File: src/rtl/rs_pkg.sv
// rs_pkg -- shared types and constants for the integer reservation station.
//   OPCODE_W          : opcode width carried through the station
//   RS_XLEN / RS_TAGW : default operand and ROB-tag widths
//   RS_DEPTH          : default number of station entries
//   rs_entry_t        : one station slot (operands, readiness, producer tags)
//   operand_hit()     : CDB wakeup compare for a single operand
package rs_pkg;

  localparam int OPCODE_W = 7;
  localparam int RS_XLEN  = 64;
  localparam int RS_TAGW  = 6;
  localparam int RS_DEPTH = 4;

  typedef struct packed {
    logic                valid;
    logic [OPCODE_W-1:0] opcode;
    logic [RS_XLEN-1:0]  a_val;
    logic                a_rdy;
    logic [RS_TAGW-1:0]  a_tag;
    logic [RS_XLEN-1:0]  b_val;
    logic                b_rdy;
    logic [RS_TAGW-1:0]  b_tag;
    logic [RS_TAGW-1:0]  rd;
    logic [RS_TAGW-1:0]  tag;
  } rs_entry_t;

  localparam rs_entry_t RS_ENTRY_EMPTY = '0;

  // An operand wakes only while it is still waiting; a tag match on an
  // already-ready operand must not overwrite its value.
  function automatic logic operand_hit(
    input logic               entry_valid,
    input logic               rdy,
    input logic [RS_TAGW-1:0] tag,
    input logic               cdb_valid,
    input logic [RS_TAGW-1:0] cdb_tag
  );
    return entry_valid && !rdy && cdb_valid && (tag == cdb_tag);
  endfunction

endpackage

File: src/rtl/rs_int_scheduler_if.sv
// rs_int_scheduler_if -- dispatch, CDB, issue and status signals of the
// integer reservation station, bundled for port connection.
//   slave  : the station side (rs_int_scheduler)
//   master : the environment side (dispatch, CDB source, integer unit)
// Signal names follow the surrounding pipeline's naming.
interface rs_int_scheduler_if #(
  parameter int DEPTH = 4,
  parameter int XLEN  = 64,
  parameter int TAGW  = 6
) ();

  // control
  logic                         flush;
  // dispatch -> station
  logic                         valid_disp2rs;
  logic [6:0]                   opcode_disp2rs;
  logic [XLEN-1:0]              a_val_disp2rs;
  logic [XLEN-1:0]              b_val_disp2rs;
  logic                         a_rdy_disp2rs;
  logic                         b_rdy_disp2rs;
  logic [TAGW-1:0]              a_tag_disp2rs;
  logic [TAGW-1:0]              b_tag_disp2rs;
  logic [TAGW-1:0]              rd_disp2rs;
  logic [TAGW-1:0]              tag_disp2rs;
  logic                         full_rs2disp;
  // result broadcast
  logic                         cdb_valid;
  logic [TAGW-1:0]              cdb_tag;
  logic [XLEN-1:0]              cdb_result;
  // station -> integer unit
  logic                         valid_rs2int;
  logic [6:0]                   opcode_rs2int;
  logic [XLEN-1:0]              a_rs2int;
  logic [XLEN-1:0]              b_rs2int;
  logic [TAGW-1:0]              rd_rs2int;
  logic [TAGW-1:0]              tag_rs2int;
  logic                         stop_int2rsint;
  // occupancy
  logic [$clog2(DEPTH+1)-1:0]   count_rs;

  modport slave (
    input  flush,
    input  valid_disp2rs, opcode_disp2rs, a_val_disp2rs, b_val_disp2rs,
    input  a_rdy_disp2rs, b_rdy_disp2rs, a_tag_disp2rs, b_tag_disp2rs,
    input  rd_disp2rs, tag_disp2rs,
    output full_rs2disp,
    input  cdb_valid, cdb_tag, cdb_result,
    output valid_rs2int, opcode_rs2int, a_rs2int, b_rs2int, rd_rs2int, tag_rs2int,
    input  stop_int2rsint,
    output count_rs
  );

  modport master (
    output flush,
    output valid_disp2rs, opcode_disp2rs, a_val_disp2rs, b_val_disp2rs,
    output a_rdy_disp2rs, b_rdy_disp2rs, a_tag_disp2rs, b_tag_disp2rs,
    output rd_disp2rs, tag_disp2rs,
    input  full_rs2disp,
    output cdb_valid, cdb_tag, cdb_result,
    input  valid_rs2int, opcode_rs2int, a_rs2int, b_rs2int, rd_rs2int, tag_rs2int,
    output stop_int2rsint,
    input  count_rs
  );

endinterface

File: src/rtl/rs_entry_wakeup.sv
// rs_entry_wakeup -- combinational CDB snoop for one station entry.
//   entry_i      : entry as currently held (or as being dispatched)
//   cdb_valid_i  : result broadcast valid
//   cdb_tag_i    : broadcast producer tag
//   cdb_result_i : broadcast value
//   entry_o      : entry with any matching waiting operand captured and ready
// Both operands may wake from the same broadcast.
module rs_entry_wakeup
  import rs_pkg::*;
(
  input  rs_entry_t          entry_i,
  input  logic               cdb_valid_i,
  input  logic [RS_TAGW-1:0] cdb_tag_i,
  input  logic [RS_XLEN-1:0] cdb_result_i,
  output rs_entry_t          entry_o
);

  logic a_hit;
  logic b_hit;

  // Compare each waiting operand against the broadcast and capture on a hit.
  always_comb begin
    a_hit   = operand_hit(entry_i.valid, entry_i.a_rdy, entry_i.a_tag, cdb_valid_i, cdb_tag_i);
    b_hit   = operand_hit(entry_i.valid, entry_i.b_rdy, entry_i.b_tag, cdb_valid_i, cdb_tag_i);
    entry_o = entry_i;
    if (a_hit) begin
      entry_o.a_val = cdb_result_i;
      entry_o.a_rdy = 1'b1;
    end else begin
      entry_o.a_val = entry_i.a_val;
    end
    if (b_hit) begin
      entry_o.b_val = cdb_result_i;
      entry_o.b_rdy = 1'b1;
    end else begin
      entry_o.b_val = entry_i.b_val;
    end
  end

endmodule

File: src/rtl/rs_int_scheduler.sv
// rs_int_scheduler -- integer reservation station and issue scheduler.
//   clk : clock
//   res : synchronous active-high reset
//   bus : rs_int_scheduler_if.slave
//         flush, dispatch request/fields, full_rs2disp,
//         CDB (cdb_valid/cdb_tag/cdb_result),
//         issue outputs (*_rs2int), stop_int2rsint, count_rs
// Storage is a collapsing queue: entry 0 is the oldest and valid entries
// always occupy indices 0..count-1. Each cycle the lowest-index entry with
// both operands ready (from registered state) is issued unless the integer
// unit asserts stop; entries above it shift down one slot.
// The entry storage is sized by rs_pkg; XLEN/TAGW must equal RS_XLEN/RS_TAGW.
module rs_int_scheduler
  import rs_pkg::*;
#(
  parameter int DEPTH = RS_DEPTH,
  parameter int XLEN  = RS_XLEN,
  parameter int TAGW  = RS_TAGW
) (
  input logic               clk,
  input logic               res,
  rs_int_scheduler_if.slave bus
);

  localparam int CNTW = $clog2(DEPTH + 1);
  localparam int IDXW = $clog2(DEPTH);

  rs_entry_t             entries_q [DEPTH];
  rs_entry_t             entries_d [DEPTH];
  // woken[0..DEPTH-1] are the held entries, woken[DEPTH] the dispatch bypass
  rs_entry_t             woken     [DEPTH+1];
  rs_entry_t             disp_entry;
  rs_entry_t             sel_entry;

  logic [CNTW-1:0]       count_q;
  logic [CNTW-1:0]       count_d;
  logic [CNTW-1:0]       wr_idx;
  logic [IDXW-1:0]       sel_idx;
  logic                  sel_found;
  logic                  issue;
  logic                  disp_acc;
  logic                  full;

  logic                  valid_q;
  logic [OPCODE_W-1:0]   opcode_q;
  logic [XLEN-1:0]       a_q;
  logic [XLEN-1:0]       b_q;
  logic [TAGW-1:0]       rd_q;
  logic [TAGW-1:0]       tag_q;

  // Full is judged on registered occupancy only, so an issue in this cycle
  // never makes room for this cycle's dispatch.
  assign full     = (count_q == CNTW'(DEPTH));
  assign disp_acc = bus.valid_disp2rs && !full && !bus.flush;
  assign issue    = sel_found && !bus.stop_int2rsint;

  // Build the dispatched entry from the dispatch bus.
  always_comb begin
    disp_entry        = RS_ENTRY_EMPTY;
    disp_entry.valid  = 1'b1;
    disp_entry.opcode = bus.opcode_disp2rs;
    disp_entry.a_val  = bus.a_val_disp2rs;
    disp_entry.a_rdy  = bus.a_rdy_disp2rs;
    disp_entry.a_tag  = bus.a_tag_disp2rs;
    disp_entry.b_val  = bus.b_val_disp2rs;
    disp_entry.b_rdy  = bus.b_rdy_disp2rs;
    disp_entry.b_tag  = bus.b_tag_disp2rs;
    disp_entry.rd     = bus.rd_disp2rs;
    disp_entry.tag    = bus.tag_disp2rs;
  end

  for (genvar g = 0; g < DEPTH; g++) begin : g_wake
    rs_entry_wakeup u_wake (
      .entry_i      (entries_q[g]),
      .cdb_valid_i  (bus.cdb_valid),
      .cdb_tag_i    (bus.cdb_tag),
      .cdb_result_i (bus.cdb_result),
      .entry_o      (woken[g])
    );
  end

  rs_entry_wakeup u_wake_disp (
    .entry_i      (disp_entry),
    .cdb_valid_i  (bus.cdb_valid),
    .cdb_tag_i    (bus.cdb_tag),
    .cdb_result_i (bus.cdb_result),
    .entry_o      (woken[DEPTH])
  );

  // Select the oldest fully-ready entry; scanning from the top down lets the
  // lowest index win.
  always_comb begin
    sel_found = 1'b0;
    sel_idx   = '0;
    sel_entry = RS_ENTRY_EMPTY;
    for (int i = DEPTH - 1; i >= 0; i--) begin
      if (entries_q[i].valid && entries_q[i].a_rdy && entries_q[i].b_rdy) begin
        sel_found = 1'b1;
        sel_idx   = IDXW'(i);
        sel_entry = entries_q[i];
      end else begin
        sel_found = sel_found;
      end
    end
  end

  // Next queue contents: collapse over the issued slot, then append dispatch.
  always_comb begin
    // When an entry leaves this edge the append slot moves down by one.
    wr_idx  = count_q - CNTW'(issue);
    count_d = count_q + CNTW'(disp_acc) - CNTW'(issue);
    for (int i = 0; i < DEPTH; i++) begin
      if (issue && (i >= int'(sel_idx))) begin
        if (i < DEPTH - 1) begin
          entries_d[i] = woken[i+1];
        end else begin
          entries_d[i] = RS_ENTRY_EMPTY;
        end
      end else begin
        entries_d[i] = woken[i];
      end
      if (disp_acc && (CNTW'(i) == wr_idx)) begin
        entries_d[i] = woken[DEPTH];
      end else begin
        entries_d[i] = entries_d[i];
      end
    end
  end

  // State and issue-register update; flush drops all work but keeps the
  // last issued payload fields.
  always_ff @(posedge clk) begin
    if (res) begin
      for (int i = 0; i < DEPTH; i++) begin
        entries_q[i] <= RS_ENTRY_EMPTY;
      end
      count_q  <= '0;
      valid_q  <= 1'b0;
      opcode_q <= '0;
      a_q      <= '0;
      b_q      <= '0;
      rd_q     <= '0;
      tag_q    <= '0;
    end else if (bus.flush) begin
      for (int i = 0; i < DEPTH; i++) begin
        entries_q[i] <= RS_ENTRY_EMPTY;
      end
      count_q <= '0;
      valid_q <= 1'b0;
    end else begin
      for (int i = 0; i < DEPTH; i++) begin
        entries_q[i] <= entries_d[i];
      end
      count_q <= count_d;
      valid_q <= issue;
      if (issue) begin
        opcode_q <= sel_entry.opcode;
        a_q      <= sel_entry.a_val;
        b_q      <= sel_entry.b_val;
        rd_q     <= sel_entry.rd;
        tag_q    <= sel_entry.tag;
      end
    end
  end

  assign bus.full_rs2disp  = full;
  assign bus.count_rs      = count_q;
  assign bus.valid_rs2int  = valid_q;
  assign bus.opcode_rs2int = opcode_q;
  assign bus.a_rs2int      = a_q;
  assign bus.b_rs2int      = b_q;
  assign bus.rd_rs2int     = rd_q;
  assign bus.tag_rs2int    = tag_q;

endmodule

File: src/flat_wrapper.sv
// flat-port wrapper written by rule: the top's interface ports become plain ports
module rs_int_scheduler_flat import rs_pkg::*;
#(
  parameter int DEPTH = RS_DEPTH,
  parameter int XLEN  = RS_XLEN,
  parameter int TAGW  = RS_TAGW
)
  (clk, res, bus_flush, bus_valid_disp2rs, bus_opcode_disp2rs, bus_a_val_disp2rs, bus_b_val_disp2rs, bus_a_rdy_disp2rs, bus_b_rdy_disp2rs, bus_a_tag_disp2rs, bus_b_tag_disp2rs, bus_rd_disp2rs, bus_tag_disp2rs, bus_full_rs2disp, bus_cdb_valid, bus_cdb_tag, bus_cdb_result, bus_valid_rs2int, bus_opcode_rs2int, bus_a_rs2int, bus_b_rs2int, bus_rd_rs2int, bus_tag_rs2int, bus_stop_int2rsint, bus_count_rs);
  rs_int_scheduler_if #(.DEPTH(DEPTH), .XLEN(XLEN), .TAGW(TAGW)) bus_i ();
  input logic clk;
  input logic res;
  input wire logic [$bits(bus_i.flush)-1:0] bus_flush;
  input wire logic [$bits(bus_i.valid_disp2rs)-1:0] bus_valid_disp2rs;
  input wire logic [$bits(bus_i.opcode_disp2rs)-1:0] bus_opcode_disp2rs;
  input wire logic [$bits(bus_i.a_val_disp2rs)-1:0] bus_a_val_disp2rs;
  input wire logic [$bits(bus_i.b_val_disp2rs)-1:0] bus_b_val_disp2rs;
  input wire logic [$bits(bus_i.a_rdy_disp2rs)-1:0] bus_a_rdy_disp2rs;
  input wire logic [$bits(bus_i.b_rdy_disp2rs)-1:0] bus_b_rdy_disp2rs;
  input wire logic [$bits(bus_i.a_tag_disp2rs)-1:0] bus_a_tag_disp2rs;
  input wire logic [$bits(bus_i.b_tag_disp2rs)-1:0] bus_b_tag_disp2rs;
  input wire logic [$bits(bus_i.rd_disp2rs)-1:0] bus_rd_disp2rs;
  input wire logic [$bits(bus_i.tag_disp2rs)-1:0] bus_tag_disp2rs;
  output wire logic [$bits(bus_i.full_rs2disp)-1:0] bus_full_rs2disp;
  input wire logic [$bits(bus_i.cdb_valid)-1:0] bus_cdb_valid;
  input wire logic [$bits(bus_i.cdb_tag)-1:0] bus_cdb_tag;
  input wire logic [$bits(bus_i.cdb_result)-1:0] bus_cdb_result;
  output wire logic [$bits(bus_i.valid_rs2int)-1:0] bus_valid_rs2int;
  output wire logic [$bits(bus_i.opcode_rs2int)-1:0] bus_opcode_rs2int;
  output wire logic [$bits(bus_i.a_rs2int)-1:0] bus_a_rs2int;
  output wire logic [$bits(bus_i.b_rs2int)-1:0] bus_b_rs2int;
  output wire logic [$bits(bus_i.rd_rs2int)-1:0] bus_rd_rs2int;
  output wire logic [$bits(bus_i.tag_rs2int)-1:0] bus_tag_rs2int;
  input wire logic [$bits(bus_i.stop_int2rsint)-1:0] bus_stop_int2rsint;
  output wire logic [$bits(bus_i.count_rs)-1:0] bus_count_rs;
  assign bus_i.flush = bus_flush;
  assign bus_i.valid_disp2rs = bus_valid_disp2rs;
  assign bus_i.opcode_disp2rs = bus_opcode_disp2rs;
  assign bus_i.a_val_disp2rs = bus_a_val_disp2rs;
  assign bus_i.b_val_disp2rs = bus_b_val_disp2rs;
  assign bus_i.a_rdy_disp2rs = bus_a_rdy_disp2rs;
  assign bus_i.b_rdy_disp2rs = bus_b_rdy_disp2rs;
  assign bus_i.a_tag_disp2rs = bus_a_tag_disp2rs;
  assign bus_i.b_tag_disp2rs = bus_b_tag_disp2rs;
  assign bus_i.rd_disp2rs = bus_rd_disp2rs;
  assign bus_i.tag_disp2rs = bus_tag_disp2rs;
  assign bus_full_rs2disp = bus_i.full_rs2disp;
  assign bus_i.cdb_valid = bus_cdb_valid;
  assign bus_i.cdb_tag = bus_cdb_tag;
  assign bus_i.cdb_result = bus_cdb_result;
  assign bus_valid_rs2int = bus_i.valid_rs2int;
  assign bus_opcode_rs2int = bus_i.opcode_rs2int;
  assign bus_a_rs2int = bus_i.a_rs2int;
  assign bus_b_rs2int = bus_i.b_rs2int;
  assign bus_rd_rs2int = bus_i.rd_rs2int;
  assign bus_tag_rs2int = bus_i.tag_rs2int;
  assign bus_i.stop_int2rsint = bus_stop_int2rsint;
  assign bus_count_rs = bus_i.count_rs;
  rs_int_scheduler #(.DEPTH(DEPTH), .XLEN(XLEN), .TAGW(TAGW)) u_core (.clk(clk), .res(res), .bus(bus_i));
endmodule
File: config.mk
export PLATFORM = sky130hd
export DESIGN_NAME = rs_int_scheduler_flat
export DESIGN_NICKNAME = d
export VERILOG_FILES = /design/src/rtl/rs_pkg.sv /design/src/rtl/rs_int_scheduler_if.sv /design/src/rtl/rs_entry_wakeup.sv /design/src/rtl/rs_int_scheduler.sv /design/src/flat_wrapper.sv
export SDC_FILE = /design/constraint.sdc
export NUM_CORES = 2
export LEC_CHECK = 0
export CORE_MARGIN = 3
export CORE_UTILIZATION = 55
export CTS_BUF_LIST = sky130_fd_sc_hd__clkbuf_8
export CTS_CLUSTER_DIAMETER = 60
export DETAILED_ROUTE_END_ITERATION = 16
export HOLD_SLACK_MARGIN = 0.06
export PLACE_DENSITY = 0.75
export SYNTH_ARGS = -nofsm -noshare
export SYNTH_HDL_FRONTEND = slang
export SYNTH_SLANG_ARGS = --single-unit
export TNS_END_PERCENT = 5
File: constraint.sdc
create_clock -name clk -period 10.65 [get_ports clk]
set_input_delay 1.5975 -clock clk [delete_from_list [all_inputs] [get_ports clk]]
set_output_delay 1.5975 -clock clk [all_outputs]
set_load 0.02 [all_outputs]
==> impl_metrics.prom <==
# TYPE chip_impl_metric gauge
chip_impl_info{name="synth_top_area_cell",value="edfxtp_1"} 1
chip_impl_metric{name="design.core.area",unit="um^2"} 74600
chip_impl_info{name="endpoint",value="u_core.entries_q[0][109]"} 1
chip_impl_metric{name="die-area",unit="um^2"} 78700
chip_impl_metric{name="post-cts-setup-buffer-count",unit=""} 0
chip_impl_metric{name="slew-limit-headroom",unit="%"} 12.4
chip_impl_metric{name="grt.total_usage",unit="%"} 35.7
chip_impl_metric{name="boundaryPins",unit=""} 389
chip_impl_metric{name="setup_violations",unit=""} 0
chip_impl_metric{name="ff_latch_area",unit="um^2"} 20900
chip_impl_metric{name="final_layout_size_suffix_gt1_share",unit="%"} 8.52
chip_impl_info{name="timing.critical_path.slowest_stage_cell",value="nand2_4"} 1
chip_impl_metric{name="cts.reportedPaths.clkPinSlew",unit="ns"} 0.06
chip_impl_info{name="worstPathCellList",value="clkdlybuf4s50_1 -> a31oi_2 -> ha_1 -> ha_1 -> o211ai_1 -> a21oi_1 -> nand3_2 -> nand2_4 -> nor2_1 -> nand2_4 -> buf_4"} 1
chip_impl_metric{name="initial_utilization",unit="%"} 55.6
chip_impl_metric{name="synthCells",unit=""} 3989
chip_impl_info{name="synthTopCellsByCount",value="o22ai_1 (661), edfxtp_1 (486), mux2i_1 (384)"} 1
chip_impl_metric{name="finalWorstSetupSlack",unit="ns"} 4.63
chip_impl_metric{name="vias",unit=""} 37800
chip_impl_metric{name="drt-vias-per-instance",unit=""} 6.94
chip_impl_info{name="combinational_family_with_the_most_area_after_synthesis",value="compound AO/OA/AOI/OAI gates"} 1
chip_impl_metric{name="cts_inserted_buffers",unit=""} 137
chip_impl_metric{name="reg2regPathDepth",unit=""} 12
chip_impl_metric{name="clock-skew-final",unit="ns"} 0.0340
chip_impl_info{name="start_kind",value="input pin"} 1
chip_impl_metric{name="finalMaxSlewViolations",unit=""} 0
chip_impl_info{name="postSynth.topFlopCell",value="edfxtp_1"} 1
chip_impl_metric{name="cts_max_path_buffers",unit=""} 3
chip_impl_metric{name="power_per_cell_area",unit="nW/um^2"} 142
chip_impl_info{name="hp-class",value="flip-flop to flip-flop"} 1
chip_impl_metric{name="synth_compound_area_share",unit="%"} 23.4
chip_impl_metric{name="postSynthRegisterBits",unit=""} 799
chip_impl_metric{name="yosysSeqAreaShare",unit="%"} 50.3
chip_impl_metric{name="synthXorXnorAreaFrac",unit="%"} 1.31
chip_impl_metric{name="drc",unit=""} 0
chip_impl_metric{name="final_hold_fails",unit=""} 0
chip_impl_metric{name="fin_crit_share",unit="%"} 56.5
chip_impl_metric{name="multi_input_comb_area",unit="um^2"} 19600
chip_impl_metric{name="final_cell_area",unit="um^2"} 48900
chip_impl_metric{name="postSynthAreaPerCell",unit="um^2"} 10.4
chip_impl_metric{name="synth_edf_count",unit=""} 486
chip_impl_info{name="reg2reg_capture_point",value="u_core.entries_q[0][109]"} 1
chip_impl_info{name="cts_root_buf",value="clkbuf_8"} 1
chip_impl_metric{name="remaining_antenna_violation_count",unit=""} 0
chip_impl_metric{name="fin_tns_setup",unit="ns"} 0
chip_impl_info{name="cts_tree",value="yes"} 1
chip_impl_metric{name="netlist.area_leader.share",unit="%"} 35.2
chip_impl_info{name="reg2reg_from",value="u_core.entries_q[0][18]"} 1
chip_impl_metric{name="required",unit="ns"} 11.09
chip_impl_metric{name="crit_cells",unit=""} 11
chip_impl_metric{name="rows",unit=""} 100
chip_impl_metric{name="fmax_achieved",unit="GHz"} 0.166
chip_impl_metric{name="drt_first_pass_iters",unit=""} 6
chip_impl_metric{name="gp_congestion",unit=""} 0.863
chip_impl_metric{name="yosysUniqueCellTypes",unit=""} 53
chip_impl_metric{name="total_internal_power",unit="mW"} 5.16
chip_impl_metric{name="grt.overflow.total",unit=""} 0
chip_impl_metric{name="htree_levels",unit=""} 4
chip_impl_metric{name="io_buffers",unit=""} 388
chip_impl_metric{name="synthesis.area",unit="um^2"} 41500
chip_impl_metric{name="grt_max_degree",unit=""} 98
chip_impl_metric{name="post_synth_mux_area_share",unit="%"} 9.39
chip_impl_metric{name="p_sw",unit="mW"} 1.80
chip_impl_metric{name="worstPathMaxFanout",unit=""} 51
chip_impl_info{name="post_synth_main_area_contributors",value="edfxtp_1 (35%), dfxtp_1 (15%), o22ai_1 (10%), mux2i_1 (9.3%), o221ai_1 (3.5%)"} 1
chip_impl_metric{name="worstPathArrival",unit="ns"} 6.46
chip_impl_metric{name="dp_worst_setup_slack",unit="ns"} 3.92
chip_impl_metric{name="syn2layout_area_growth",unit="%"} 17.9
chip_impl_metric{name="fp.dieH",unit="um"} 281
chip_impl_info{name="timing.critical_path.to_type",value="flip-flop"} 1
chip_impl_metric{name="drt_wl_total",unit="mm"} 146
chip_impl_metric{name="power.sequential.fraction",unit="%"} 50.4
chip_impl_metric{name="via_count_of_the_first_global_routing_pass",unit=""} 36900
chip_impl_metric{name="netSwitchingFraction",unit="%"} 25.9
chip_impl_metric{name="drv.max_cap_violation_count",unit=""} 0
chip_impl_metric{name="drt_iter0_drc",unit=""} 5533
chip_impl_metric{name="period_needed",unit="ns"} 6.02
chip_impl_metric{name="crit_buf_inv",unit=""} 2
chip_impl_metric{name="placedInstanceArea",unit="um^2"} 46000
chip_impl_metric{name="cts.hold.buffers_added",unit=""} 0
chip_impl_metric{name="worstSkewPairLatency",unit="ns"} 0.81
chip_impl_metric{name="nNetsFinal",unit=""} 4598
chip_impl_info{name="crit_family",value="simple AND/OR/NAND/NOR gates"} 1
chip_impl_metric{name="synthesis.yosys.warnings",unit=""} 0
chip_impl_metric{name="synthAdderAreaFrac",unit="%"} 0.199
chip_impl_info{name="crit_type",value="input pin to flip-flop"} 1
chip_impl_metric{name="p_clk_share",unit="%"} 41.2
chip_impl_metric{name="synth-simple-area-share",unit="%"} 10.1
chip_impl_metric{name="die_width",unit="um"} 281
chip_impl_info{name="rsz0062_at_grt",value="false"} 1
chip_impl_metric{name="grt_first_pass_wirelength",unit="mm"} 218
chip_impl_metric{name="reg2reg_setup_slack",unit="ns"} 5.08
chip_impl_metric{name="p_comb_share",unit="%"} 8.4
chip_impl_info{name="post-synth-top-count-cell",value="o22ai_1"} 1
chip_impl_metric{name="number_of_antenna_violations_at_the_first_check_in_global_routing",unit=""} 3
chip_impl_metric{name="routedWlPerCell",unit="um"} 26.9
chip_impl_metric{name="worst_ir_drop_vdd",unit="mV"} 0.0803
chip_impl_metric{name="share_of_flip_flops_with_an_asynchronous_set_or_reset_after_synthesis",unit="%"} 0
chip_impl_metric{name="nFillCells",unit=""} 5953
chip_impl_info{name="run_status",value="completed"} 1
chip_impl_metric{name="timing_worst_slew_pin_value",unit="ns"} 1.31
chip_impl_metric{name="numClockSinks",unit=""} 799
chip_impl_metric{name="worst_path_largest_cell_delay",unit="ns"} 0.94
chip_impl_metric{name="place_hpwl",unit="mm"} 80.1
chip_impl_metric{name="post_cts.resized_instances",unit=""} 0
chip_impl_metric{name="leakage",unit="nW"} 18.4
chip_impl_info{name="startpoint",value="bus_stop_int2rsint"} 1
==> worst min-delay path by stage <==
stage / depth (start not counted) / to / slack, ns / from
detailed placement: 2 / u_core.bus.a_rs2int[62] / 0.45 / u_core.bus.a_rs2int[62]
global placement: 2 / u_core.bus.b_rs2int[5] / 0.44 / u_core.bus.b_rs2int[5]
CTS: 2 / u_core.bus.a_rs2int[62] / 0.45 / u_core.bus.a_rs2int[62]
global route: 2 / u_core.bus.rd_rs2int[0] / 0.47 / u_core.bus.rd_rs2int[0]
finish: 2 / u_core.bus.b_rs2int[38] / 0.45 / u_core.bus.b_rs2int[38]
floorplan: 2 / u_core.entries_q[2][0] / 0.47 / u_core.entries_q[2][0]
==> metrics by stage <==
| step | util, % | instances | power, mW | hold slack, ns |
|---|---|---|---|---|
| 2_1_floorplan | - | 4250 | 3.88 | 0.468 |
| 3_3_place_gp | 61.7 | 5185 | 4.11 | 0.442 |
| 3_5_place_dp | 61.7 | 5185 | 4.13 | 0.445 |
| 5_1_grt | 65.5 | 5442 | 7.16 | 0.465 |
| 6_report | 65.5 | 5442 | 6.95 | 0.452 |
| 4_1_cts | 65.5 | 5439 | 6.95 | 0.453 |
==> routing by layer <==
| metal | vias to the layer above | GRT usage (%) | share of wire [%] |
|---|---|---|---|
| met5 | - | 1.65 | 0.13 |
| met1 | 18200 | 46.7 | 37 |
| met2 | 2901 | 55.3 | 45 |
| met4 | 2 | 18.8 | 4.8 |
| li1 | 16200 | - | - |
| met3 | 473 | 8.27 | 13 |
==> power by group through the flow <==
stage	logic (mW)	clock network, mW	registers (mW)
4_1_cts	0.567	2.89	3.50
3_5_place_dp	0.565	0	3.56
6_report	0.585	2.87	3.50
3_3_place_gp	0.556	0	3.56
2_1_floorplan	0.336	0	3.54
5_1_grt	0.618	3.03	3.51
==> area by class of cell <==
cell class / instances / share of cell area, %
Antenna cell: 3 / 0.0154
Inverter: 9 / 0.0691
Timing Repair Buffer: 448 / 8.87
Sequential cell: 799 / 42.7
Clock buffer: 155 / 4.37
Clock inverter: 99 / 1.40
Multi-Input combinational cell: 2960 / 40.1
Tap cell: 969 / 2.48
==> flip-flops by register name, summed over array words and instances (netlist names) <==
name	cells
u_core.bus.opcode_rs2int	7
u_core.entries_q	648
u_core.bus.a_rs2int	64
u_core.bus.count_rs	3
u_core.bus.b_rs2int	64
u_core.bus.valid_rs2int	1
u_core.bus.rd_rs2int	6
u_core.bus.tag_rs2int	6
==> logic make-up after synthesis <==
kind of cell | Yosys count
AO/OA/AOI/OAI | 1326
AND/OR/NAND/NOR | 916
flip-flops | 799
buffers and inverters | 491
multiplexers | 388
XOR/XNOR | 62
adder cells (fa/ha/maj) | 6
other | 1
==> cell usage in the layout, fill, tap and decap left out, types with 69 or more instances in the layout <==
| master | netlist | layout |
|---|---|---|
| mux2i_1 | 384 | 384 |
| o221ai_1 | 167 | 167 |
| conb_1 | 1 | 262 |
| nand2_1 | 300 | 284 |
| o22ai_1 | 661 | 661 |
| a221oi_1 | 147 | 147 |
| o221ai_2 | 90 | 90 |
| clkbuf_8 | 0 | 155 |
| or3_1 | 150 | 150 |
| a21oi_1 | 218 | 218 |
| inv_1 | 9 | 69 |
| edfxtp_1 | 486 | 486 |
| nor2_1 | 304 | 298 |
| clkdlybuf4s50_1 | 0 | 387 |
| dfxtp_1 | 313 | 313 |
==> worst register-to-register path: cells and delay by family, from the launching register on <==
family / cells / cell delay [ns]
fa+ha+maj: 2 / 0.47
compound gates: 2 / 0.40
flops: 1 / 0.48
simple gates: 7 / 3.14
buf+inv: 1 / 0.69
(Power assumes the default switching activity.)
